<file path="config.mk">
export PLATFORM = sky130hd
export DESIGN_NAME = seq_shifter_flat
export DESIGN_NICKNAME = d
export VERILOG_FILES = /design/src/rtl/seq_shifter_pkg.sv /design/src/rtl/seq_shifter_if.sv /design/src/rtl/seq_shifter_shift_step.sv /design/src/rtl/seq_shifter.sv /design/src/flat_wrapper.sv
export SDC_FILE = /design/constraint.sdc
export NUM_CORES = 1
export LEC_CHECK = 0
export ABC_AREA = 1
export BUFFER_PORTS_ARGS = -buffer_cell sky130_fd_sc_hd__buf_2
export CAP_MARGIN = 10
export CELL_PAD_IN_SITES_DETAIL_PLACEMENT = 1
export CELL_PAD_IN_SITES_GLOBAL_PLACEMENT = 2
export CORE_MARGIN = 2
export CORE_UTILIZATION = 29
export DETAILED_ROUTE_END_ITERATION = 12
export HOLD_SLACK_MARGIN = 0.03
export PLACE_DENSITY = 0.79
export SYNTH_ARGS = -nofsm -noshare
export SYNTH_HDL_FRONTEND = slang
export SYNTH_SLANG_ARGS = --single-unit
</file>
<file path="constraint.sdc">
create_clock -name clk -period 1.53 [get_ports clk]
set_input_delay 0.306 -clock clk [delete_from_list [all_inputs] [get_ports clk]]
set_output_delay 0.306 -clock clk [all_outputs]
set_load 0.01 [all_outputs]
</file>
<file path="src/rtl/seq_shifter_pkg.sv">
// seq_shift_pkg: shared encodings for the multi-cycle shifter.
//   MODE_*  : operation select carried on the mode port
//   state_t : controller state encoding (IDLE / SHIFT / DONE)
package seq_shift_pkg;

    localparam logic [1:0] MODE_SLL = 2'b00;
    localparam logic [1:0] MODE_SRL = 2'b01;
    localparam logic [1:0] MODE_SRA = 2'b10;
    localparam logic [1:0] MODE_ROL = 2'b11;

    typedef enum logic [1:0] {
        ST_IDLE  = 2'b00,
        ST_SHIFT = 2'b01,
        ST_DONE  = 2'b10
    } state_t;

endpackage

</file>
<file path="src/rtl/seq_shifter_if.sv">
// seq_shifter_if: request/result bundle for seq_shifter.
//   master : requester (drives start/mode/din/shamt, observes busy/done/dout)
//   slave  : the shifter itself
interface seq_shifter_if #(
    parameter int WIDTH   = 32,
    parameter int SHAMT_W = $clog2(WIDTH)
);
    logic               start;
    logic [1:0]         mode;
    logic [WIDTH-1:0]   din;
    logic [SHAMT_W-1:0] shamt;
    logic               busy;
    logic               done;
    logic [WIDTH-1:0]   dout;

    modport master (output start, mode, din, shamt, input busy, done, dout);
    modport slave  (input start, mode, din, shamt, output busy, done, dout);
endinterface

</file>
<file path="src/rtl/seq_shifter_shift_step.sv">
// shift_step: combinational single-step shifter.
//   work  : operand
//   k     : bits to shift this step, 0..STEP
//   mode  : SLL / SRL / SRA / ROL
//   sign  : fill bit for SRA (sign captured at accept, not work's MSB)
//   res   : shifted result
// One constant-distance candidate per legal k, then a mux on k, so no
// shifter wider than STEP positions is built.
module shift_step
    import seq_shift_pkg::*;
#(
    parameter int WIDTH = 32,
    parameter int STEP  = 1,
    parameter int KW    = 6
) (
    input  logic [WIDTH-1:0] work,
    input  logic [KW-1:0]    k,
    input  logic [1:0]       mode,
    input  logic             sign,
    output logic [WIDTH-1:0] res
);

    logic [STEP:0][WIDTH-1:0] cand;

    for (genvar i = 0; i <= STEP; i++) begin : g_k
        assign cand[i] =
            (mode == MODE_SLL) ? (work << i) :
            (mode == MODE_SRL) ? (work >> i) :
            (mode == MODE_SRA) ? ((work >> i) | (sign ? ~({WIDTH{1'b1}} >> i) : '0)) :
                                 ((work << i) | (work >> (WIDTH - i)));
    end

    always_comb begin
        res = cand[0];
        for (int i = 1; i <= STEP; i++) begin
            if (k == KW'(i)) res = cand[i];
        end
    end

endmodule

</file>
<file path="src/rtl/seq_shifter.sv">
// seq_shifter: multi-cycle shift/rotate unit, up to STEP bits per clock.
//   clk, reset : clock, synchronous active-high reset
//   bus        : seq_shifter_if.slave (start/mode/din/shamt in,
//                busy/done/dout out)
// Operands are captured on accept; dout is only updated on SHIFT->DONE
// and holds until the next result. A start seen in DONE is accepted
// directly, so back-to-back ops have no idle gap.
module seq_shifter
    import seq_shift_pkg::*;
#(
    parameter int WIDTH   = 32,
    parameter int SHAMT_W = $clog2(WIDTH),
    parameter int STEP    = 1
) (
    input  logic          clk,
    input  logic          reset,
    seq_shifter_if.slave  bus
);

    // k must be able to hold STEP itself, which may exceed cnt's range
    localparam int KW = SHAMT_W + 1;

    state_t             state;
    logic [WIDTH-1:0]   work;
    logic [WIDTH-1:0]   dout_q;
    logic [WIDTH-1:0]   step_res;
    logic [SHAMT_W-1:0] cnt;
    logic [1:0]         mode_q;
    logic               sign_q;
    logic [KW-1:0]      k;

    // k = min(STEP, cnt); never exceeds cnt, so cnt - k cannot wrap
    always_comb begin
        k = KW'(cnt);
        if (int'(cnt) >= STEP) k = KW'(STEP);
    end

    shift_step #(.WIDTH(WIDTH), .STEP(STEP), .KW(KW)) u_step (
        .work (work),
        .k    (k),
        .mode (mode_q),
        .sign (sign_q),
        .res  (step_res)
    );

    always_ff @(posedge clk) begin
        if (reset) begin
            state  <= ST_IDLE;
            work   <= '0;
            cnt    <= '0;
            mode_q <= MODE_SLL;
            sign_q <= 1'b0;
            dout_q <= '0;
        end else begin
            unique case (state)
                ST_SHIFT: begin
                    if (cnt == '0) begin
                        dout_q <= work;
                        state  <= ST_DONE;
                    end else begin
                        work <= step_res;
                        cnt  <= cnt - SHAMT_W'(k);
                    end
                end
                default: begin
                    // IDLE or DONE: both may accept a new op
                    if (bus.start) begin
                        work   <= bus.din;
                        cnt    <= bus.shamt;
                        mode_q <= bus.mode;
                        sign_q <= bus.din[WIDTH-1];
                        state  <= ST_SHIFT;
                    end else begin
                        state <= ST_IDLE;
                    end
                end
            endcase
        end
    end

    assign bus.busy = (state == ST_SHIFT);
    assign bus.done = (state == ST_DONE);
    assign bus.dout = dout_q;

endmodule

</file>
<file path="src/flat_wrapper.sv">
// flat-port wrapper written by rule: the top's interface ports become plain ports
module seq_shifter_flat import seq_shift_pkg::*;
#(
    parameter int WIDTH   = 32,
    parameter int SHAMT_W = $clog2(WIDTH),
    parameter int STEP    = 1
)
  (clk, reset, bus_start, bus_mode, bus_din, bus_shamt, bus_busy, bus_done, bus_dout);
  seq_shifter_if #(.WIDTH(WIDTH), .SHAMT_W(SHAMT_W)) bus_i ();
  input  logic clk;
  input  logic reset;
  input wire logic [$bits(bus_i.start)-1:0] bus_start;
  input wire logic [$bits(bus_i.mode)-1:0] bus_mode;
  input wire logic [$bits(bus_i.din)-1:0] bus_din;
  input wire logic [$bits(bus_i.shamt)-1:0] bus_shamt;
  output wire logic [$bits(bus_i.busy)-1:0] bus_busy;
  output wire logic [$bits(bus_i.done)-1:0] bus_done;
  output wire logic [$bits(bus_i.dout)-1:0] bus_dout;
  assign bus_i.start = bus_start;
  assign bus_i.mode = bus_mode;
  assign bus_i.din = bus_din;
  assign bus_i.shamt = bus_shamt;
  assign bus_busy = bus_i.busy;
  assign bus_done = bus_i.done;
  assign bus_dout = bus_i.dout;
  seq_shifter #(.WIDTH(WIDTH), .SHAMT_W(SHAMT_W), .STEP(STEP)) u_core (.clk(clk), .reset(reset), .bus(bus_i));
endmodule
</file>
# == After elaboration in Yosys (flattened, before gate mapping) ==
# Cells that the tools add are included.
# word_totals
n_memories,0
inputBits,42
latch_bits,0
reg_bits,74
out_inout_bits,34
wordCells,41
rom_bits,0
ram_bits,0
# op_classes
n_mux,15
n_shift,0
n_eq_ne,8
n_reduce_logical,7
bitwise_logic,3
n_lt_le_gt_ge,1
n_div,0
add_sub_neg,1
n_mul,0
# op_table
op,count
$mux 32,8
$or 31x32->32,1
$or 32x1->32,1
$mux 5,4
$eq 6x1->1 const B,1
$reduce_and 2->1,3
$ge 5x1->1 const B,1
$logic_not 5->1,1
$sub 5x5->5,1
$eq 2x1->1 const B,2
$eq 2x2->1 const B,2
$mux 2,2
$ne 2x1->1 const B,2
$reduce_and 3->1,1
$logic_not 2->1,1
$ne 2x2->1 const B,1
$reduce_bool 2->1,1
$mux 1,1
$not 1->1,1

# == Logic depth before layout (Yosys ltp) ==
# Gate-level depths: netlist of the first run.
# logic_depth
depth_word,8
depth_mapped,11
depth_no_buf,11

# == Hierarchy ==
# From an unflattened synthesis of the first run, not the netlist that was laid out.
# unflattened
cells_unflattened,690
hier_area_um2,4230.3
# by_module_without_submodules
mod,cells_each,instances,seq_area_each_um2,area_per_inst_um2
seq_shifter,468,1,1481.4,3238.1
shift_step,222,1,0.0,992.2

# == Least setup slack after synthesis of the first run ==
# No wires, ideal clock.
# synth_timing
path_type,register -> register
startpoint,register u_core.cnt[2]
endpoint,register u_core.cnt[1]
synth_period_minus_slack_ns,1.239
t_arrival_ns,1.181
t_required_ns,1.472
path_buffers,1
stages_incl_launch_ff,9
setup_ns,0.058
setup_slack_ns,0.291
path_cell_list,dfxtp_1 > nor2_4 > nand3_1 > nand2_2 > nand2_4 > nor2_8 > buf_6 > nand2_1 > nand2_1
# synth_between
elab_chain_len,5
word_cells_on_any_way,8
classes_between,add/sub (1); order compare (1); eq/ne (1); mux (3); reduce/logical (2)
# synth_lines
element,line_no,text
from (decl),seq_shifter.sv:27,logic [SHAMT_W-1:0] cnt;
from (signal assigned),seq_shifter.sv:62,cnt <= cnt - SHAMT_W'(k);
from (signal assigned),seq_shifter.sv:69,cnt <= bus.shamt;
$ge 5x1->1,seq_shifter.sv:35,if (int'(cnt) >= STEP) k = KW'(STEP);
$mux 5,seq_shifter.sv:35,
$sub 5x5->5,seq_shifter.sv:62,
$mux 5,seq_shifter.sv:57,if (cnt == '0) begin
$mux 5,seq_shifter.sv:55,unique case (state)
# Several ways; a longest one is shown, not always the timed one. The select of a mux whose other input is x is not followed.
# A chain may end at the register's enable or synchronous reset.

# == Worst setup path in the final report of the first run ==
# layout_timing
startpoint,register u_core.state[0]
endpoint,register u_core.work[31]
# layout_between
elab_chain_len,3
word_cells_on_any_way,6
classes_between,eq/ne (3); mux (1); reduce/logical (2)
# layout_lines
element,line_no,text
from (decl),seq_shifter.sv:23,state_t state;
from (signal assigned),seq_shifter.sv:48,state <= ST_IDLE;
from (signal assigned),seq_shifter.sv:59,state <= ST_DONE;
from (signal assigned),seq_shifter.sv:72,state <= ST_SHIFT;
$eq 2x1->1 (*),seq_shifter.sv:55,
$ne 2x1->1 (no source line) (tied with other cells),--,
$reduce_and 3->1 (no source line),--,
to (signal assigned),seq_shifter.sv:61,work <= step_res;
to (signal assigned),seq_shifter.sv:68,work <= bus.din;
to (decl),seq_shifter.sv:24,logic [WIDTH-1:0] work;
# Every way passes the cells marked *; elsewhere a longest branch is shown, timed or not.

==> results of run 1 <==
-- worst max-delay path, cell delays in order, from the launching register on --
cell     delay, ns
dfxtp_2       0.32
inv_2         0.09
nor2_8        0.05
buf_6         0.13
buf_4         0.14
buf_4         0.18
or2_2         0.28
nand2_1       0.06
o21ai_0       0.08
-- layout make-up --
type                            count  area [um^2]  area share (%)
Multi-Input combinational cell    421         1860            40.0
Sequential cell                    74         1490            32.0
Timing Repair Buffer              102          682            14.7
Clock buffer                       12          236            5.09
Tap cell                          168          210            4.52
Inverter                           45          171            3.69
Clock inverter                      1         5.00           0.108
-- power by group --
group / switching [mW] / total, mW / internal [mW]
Combinational: 1.07 / 1.78 / 0.712
Clock: 0.768 / 1.84 / 1.07
Sequential: 0.176 / 2.37 / 2.19
Total: 2.01 / 5.98 / 3.97
-- worst max path at each step --
stage,start,endpoint,depth (start not counted)
6_report,u_core.state[0],u_core.work[31],8
4_1_cts,u_core.state[0],u_core.work[13],10
3_3_place_gp,u_core.cnt[4],u_core.bus.dout[24],5
2_1_floorplan,u_core.cnt[2],u_core.cnt[1],8
5_1_grt,u_core.cnt[4],u_core.cnt[0],8
3_5_place_dp,u_core.cnt[4],u_core.bus.dout[31],6
-- state kept, by name (all words and copies together), names as in the netlist --
| name | flops |
|---|---|
| u_core.work | 32 |
| u_core.state | 2 |
| u_core.cnt | 5 |
| u_core.bus.dout | 32 |
| u_core.sign_q | 1 |
| u_core.mode_q | 2 |
-- cell usage after synthesis, types with 2 or more instances --
cell | number | area share (%)
a21oi_1 | 4 | 0.55
buf_1 | 6 | 0.62
buf_2 | 7 | 0.96
buf_6 | 3 | 0.93
clkbuf_1 | 15 | 1.5
dfxtp_1 | 74 | 41
inv_1 | 41 | 4.2
inv_2 | 3 | 0.31
nand2_1 | 220 | 23
nand2_4 | 2 | 0.62
nand3_1 | 71 | 9.8
nor2_1 | 73 | 7.5
nor2_8 | 2 | 1.1
o21ai_0 | 9 | 1.2
o21ai_1 | 29 | 4.0
or2_2 | 3 | 0.52
-- layer usage --
layer	up-vias	global-route usage, %
li1	1934	-
met1	1773	22.9
met2	65	29.9
met3	12	3.35
met4	0	8.41
met5	-	0
-- logic make-up after synthesis --
kind of cell             Yosys count  share of synthesized area, %
AND/OR/NAND/NOR                  377                          43.7
flip-flops                        74                          40.8
adder cells (fa/ha/maj)            1                         0.344
AO/OA/AOI/OAI                     43                          6.23
buffers and inverters             77                          8.99
-- what timing repair did --
item / CTS / global route
setup buffers: 0 / 2
setup endpoints to repair: 15 / 42
pin swaps: 0 / 2
cloned: 0 / 1
resized for setup: 1 / 14
==> flow_summary.json, run 1 <==
{
  "rsz0062_at_grt": "true",
  "final_cell_mix": "219 x nand2_1, 75 x buf_2, 73 x nor2_1, 71 x nand3_1, 70 x dfxtp_1",
  "layout.nets": 696,
  "post-route-period-util_pct": 94.8,
  "wl_per_cell_um": 13.7,
  "root_buffer": "clkbuf_16",
  "worst-endpoint-arrival_ns": 1.67,
  "cts_tree": "built",
  "routed_wl_um": 11200,
  "whs_ns": 0.245,
  "setup_ws_ns": 0.0800,
  "grt-ovfl-total": 0,
  "vias_per_cell": 4.60,
  "io_pins": 76,
  "power_mw": 5.98,
  "rows": 40,
  "synthArstFlopShare_pct": 0,
  "start_kind": "flip-flop",
  "die-height_um": 116,
  "first_global_vias": 3907,
  "min_path_cells": 3,
  "start_util_pct": 30.0,
  "finalClockSkew_ns": 0.00570,
  "cts_max_level": 3,
  "ys_ff_latch": 74,
  "fmax_mhz": 690,
  "highest_layer": "met4",
  "worst_pin_slew_ns": 0.256,
  "cp_max_fo": 12,
  "cts_sinks": 74,
  "netlist_area_um2": 3630,
  "first_pass_iters": 4,
  "slew_violations": 0,
  "worstSetupEndpointType": "flip-flop",
  "place_ws_ns": -0.0319,
  "met3_length_um": 391,
  "gr-usage-all-layers_pct": 18.1,
  "met1_length_um": 5230,
  "criticalPathCategory": "flip-flop to flip-flop",
  "final_cells": 823,
  "ant_nets": 0,
  "reg2reg_depth": 8,
  "seq_area_frac_synth_pct": 40.8,
  "clock_path_buffers": 2,
  "design_area_um2": 4650,
  "gp_congestion": 0.815,
  "insertion_delay_ns": 0.34,
  "drc": 0,
  "fin_util_pct": 38.4,
  "finalHoldViolations": 0,
  "final_common_cell": "nand2_1",
  "ys.flop_type": "dfxtp_1",
  "cp.required_ns": 1.75,
  "ys_warn_count": 0,
  "slew-limit-headroom_pct": 82.7,
  "outcome": "completed",
  "cts-buffers-inserted": 9,
  "dr.first_iter.drc_count": 126,
  "nFillCells": 1611,
  "drv_cap": 0,
  "area_delta_synth_final_pct": 28.0,
  "setup-tns-final_ns": 0,
  "grt_max_degree": 41,
  "hp-start": "bus_mode[1]",
  "synth_edf_count": 0,
  "met2_length_um": 5410,
  "grt_pass1_wl_um": 18800,
  "die_w_um": 116,
  "holdBufCountCts": 0,
  "dp.cells": 807,
  "p_leak_nw": 2.40,
  "syn_nets": 615,
  "ir_worst_vdd_v": 0.000446,
  "place_area_um2": 4320,
  "core-area_um2": 12100,
  "power.density_nw_per_um2": 1290,
  "syn_area_per_cell_um2": 6.35,
  "r2r_end": "u_core.work[31]",
  "yosysUniqueCellTypes": 26,
  "r2r-start": "u_core.state[0]",
  "setup_violations": 0,
  "syn-instance-count": 572,
  "final.min_clock_period_ns": 1.45,
  "whs_endpoint": "u_core.mode_q[1]",
  "vias": 3784,
  "antenna_found_initial": 0,
  "die-area_um2": 13400,
  "n_antenna_cell": 0,
  "worstHoldPathType": "input port to flip-flop",
  "cts.clk_slew.worst_paths_ns": 0.06,
  "dp_hpwl_um": 7830,
  "port_buffers": 75,
  "reg2reg_setup_slack_ns": 0.08,
  "drive_above_1_share_pct": 20.6
}
Power figures use the tool's default switching activity.
==> inputs of run 2 (changes only) <==
--- a/config.mk
+++ b/config.mk
@@ -12,6 +12,7 @@
 export CELL_PAD_IN_SITES_GLOBAL_PLACEMENT = 2
 export CORE_MARGIN = 2
 export CORE_UTILIZATION = 29
+export CTS_BUF_LIST = sky130_fd_sc_hd__clkbuf_16
 export DETAILED_ROUTE_END_ITERATION = 12
 export HOLD_SLACK_MARGIN = 0.03
 export PLACE_DENSITY = 0.79
==> run 2 against run 1 <==
Hold slack hardly changed. Non-clock buffer count stayed put. Core utilization stayed put. Highest routed layer unchanged. Sequential power hardly changed. Clock skew hardly changed. Die area stayed put. Largest power group unchanged. Worst setup slack hardly changed. Largest cell class unchanged. Final area stayed put. Routed wire length hardly changed.
==> flow_summary.json, run 2 (same netlist as run 1, synthesis figures left out) <==
{
  "finalHoldViolations": 0,
  "wl_per_cell_um": 13.7,
  "vias_per_cell": 4.60,
  "io_pins": 76,
  "final_cells": 823,
  "clock_path_buffers": 2,
  "worst-endpoint-arrival_ns": 1.67,
  "cts_tree": "built",
  "start_util_pct": 30.0,
  "gp_congestion": 0.815,
  "insertion_delay_ns": 0.34,
  "die-area_um2": 13400,
  "start_kind": "flip-flop",
  "worstSetupEndpointType": "flip-flop",
  "drc": 0,
  "dr.first_iter.drc_count": 126,
  "setup_violations": 0,
  "rsz0062_at_grt": "true",
  "gr-usage-all-layers_pct": 18.1,
  "rows": 40,
  "layout.nets": 696,
  "setup-tns-final_ns": 0,
  "setup_ws_ns": 0.0802,
  "n_antenna_cell": 0,
  "grt-ovfl-total": 0,
  "final.min_clock_period_ns": 1.45,
  "grt_pass1_wl_um": 18800,
  "cts_max_level": 3,
  "outcome": "completed",
  "core-area_um2": 12100,
  "cts_sinks": 74,
  "root_buffer": "clkbuf_16",
  "ant_nets": 0,
  "routed_wl_um": 11200,
  "die_w_um": 116,
  "vias": 3784,
  "first_global_vias": 3907,
  "worstHoldPathType": "input port to flip-flop",
  "cts.clk_slew.worst_paths_ns": 0.06,
  "post-route-period-util_pct": 94.8,
  "slew-limit-headroom_pct": 82.7,
  "place_ws_ns": -0.0319,
  "first_pass_iters": 4,
  "fmax_mhz": 690,
  "final_common_cell": "nand2_1",
  "power.density_nw_per_um2": 1280,
  "fin_util_pct": 38.4,
  "p_leak_nw": 2.41,
  "antenna_found_initial": 0,
  "finalClockSkew_ns": 0.00585,
  "dp.cells": 807,
  "cp.required_ns": 1.75,
  "drive_above_1_share_pct": 20.6,
  "area_delta_synth_final_pct": 28.0,
  "grt_max_degree": 41,
  "slew_violations": 0,
  "final_cell_mix": "219 x nand2_1, 75 x buf_2, 73 x nor2_1, 71 x nand3_1, 70 x dfxtp_1",
  "worst_pin_slew_ns": 0.256,
  "die-height_um": 116,
  "port_buffers": 75,
  "dp_hpwl_um": 7830,
  "cts-buffers-inserted": 9,
  "ir_worst_vdd_v": 0.000447,
  "cp_max_fo": 12,
  "criticalPathCategory": "flip-flop to flip-flop",
  "power_mw": 5.97,
  "drv_cap": 0
}
## run 2: changes by cell type in the layout (fill, tap and decap cells not counted), sizes merged
cell    before  now
clkbuf      13   10
inv         45   48
## run 2: repair_timing
action,CTS,global route
setup buffers,0,2
pin swaps,0,2
cloned,0,1
hold buffers,0,0
resized for setup,1,14
setup endpoints to repair,15,42
## run 2: routing by layer
layer	vias up	share of wire [%]	GRT usage, %
li1	1934	-	-
met1	1773	47	22.9
met2	65	48	29.9
met3	12	3.5	3.35
met4	0	1.8	8.41
met5	-	0	0
## run 2: final timing paths
path | from | endpoint | slack (ns) | cells past startpoint
max | u_core.state[0] | u_core.work[31] | 0.08 | 8
min reg2reg | u_core.cnt[0] | u_core.cnt[0] | 0.45 | 2
max reg2reg | u_core.state[0] | u_core.work[31] | 0.08 | 8
min | bus_mode[1] | u_core.mode_q[1] | 0.25 | 3
## run 2: worst max-delay path, cell delays in order, from the launching register on
cell	delay, ns
dfxtp_2	0.32
inv_2	0.09
nor2_8	0.05
buf_6	0.13
buf_4	0.14
buf_4	0.18
or2_2	0.28
nand2_1	0.06
o21ai_0	0.08
## run 2: area by class of cell
cell class,instances,area (um^2)
fill,1611,7460
sequential,74,1490
multi-input combinational,421,1860
tap,168,210
timing repair buffer,102,682
clock buffer,9,225
inverter,45,171
clock inverter,4,16.3
## run 2: power by group
part	internal [mW]	leakage [nW]	switching, mW	total, mW
Combinational	0.712	1.67	1.07	1.78
Clock	1.05	0.131	0.769	1.82
Sequential	2.19	0.608	0.177	2.37
## run 2: stage by stage
stage | hold WS [ns] | area, um^2
after floorplan | 0.378 | 3630
after global placement | 0.439 | 4320
after detailed placement | 0.449 | 4320
after CTS | 0.242 | 4570
after global routing | 0.271 | 4650
final | 0.245 | 4650
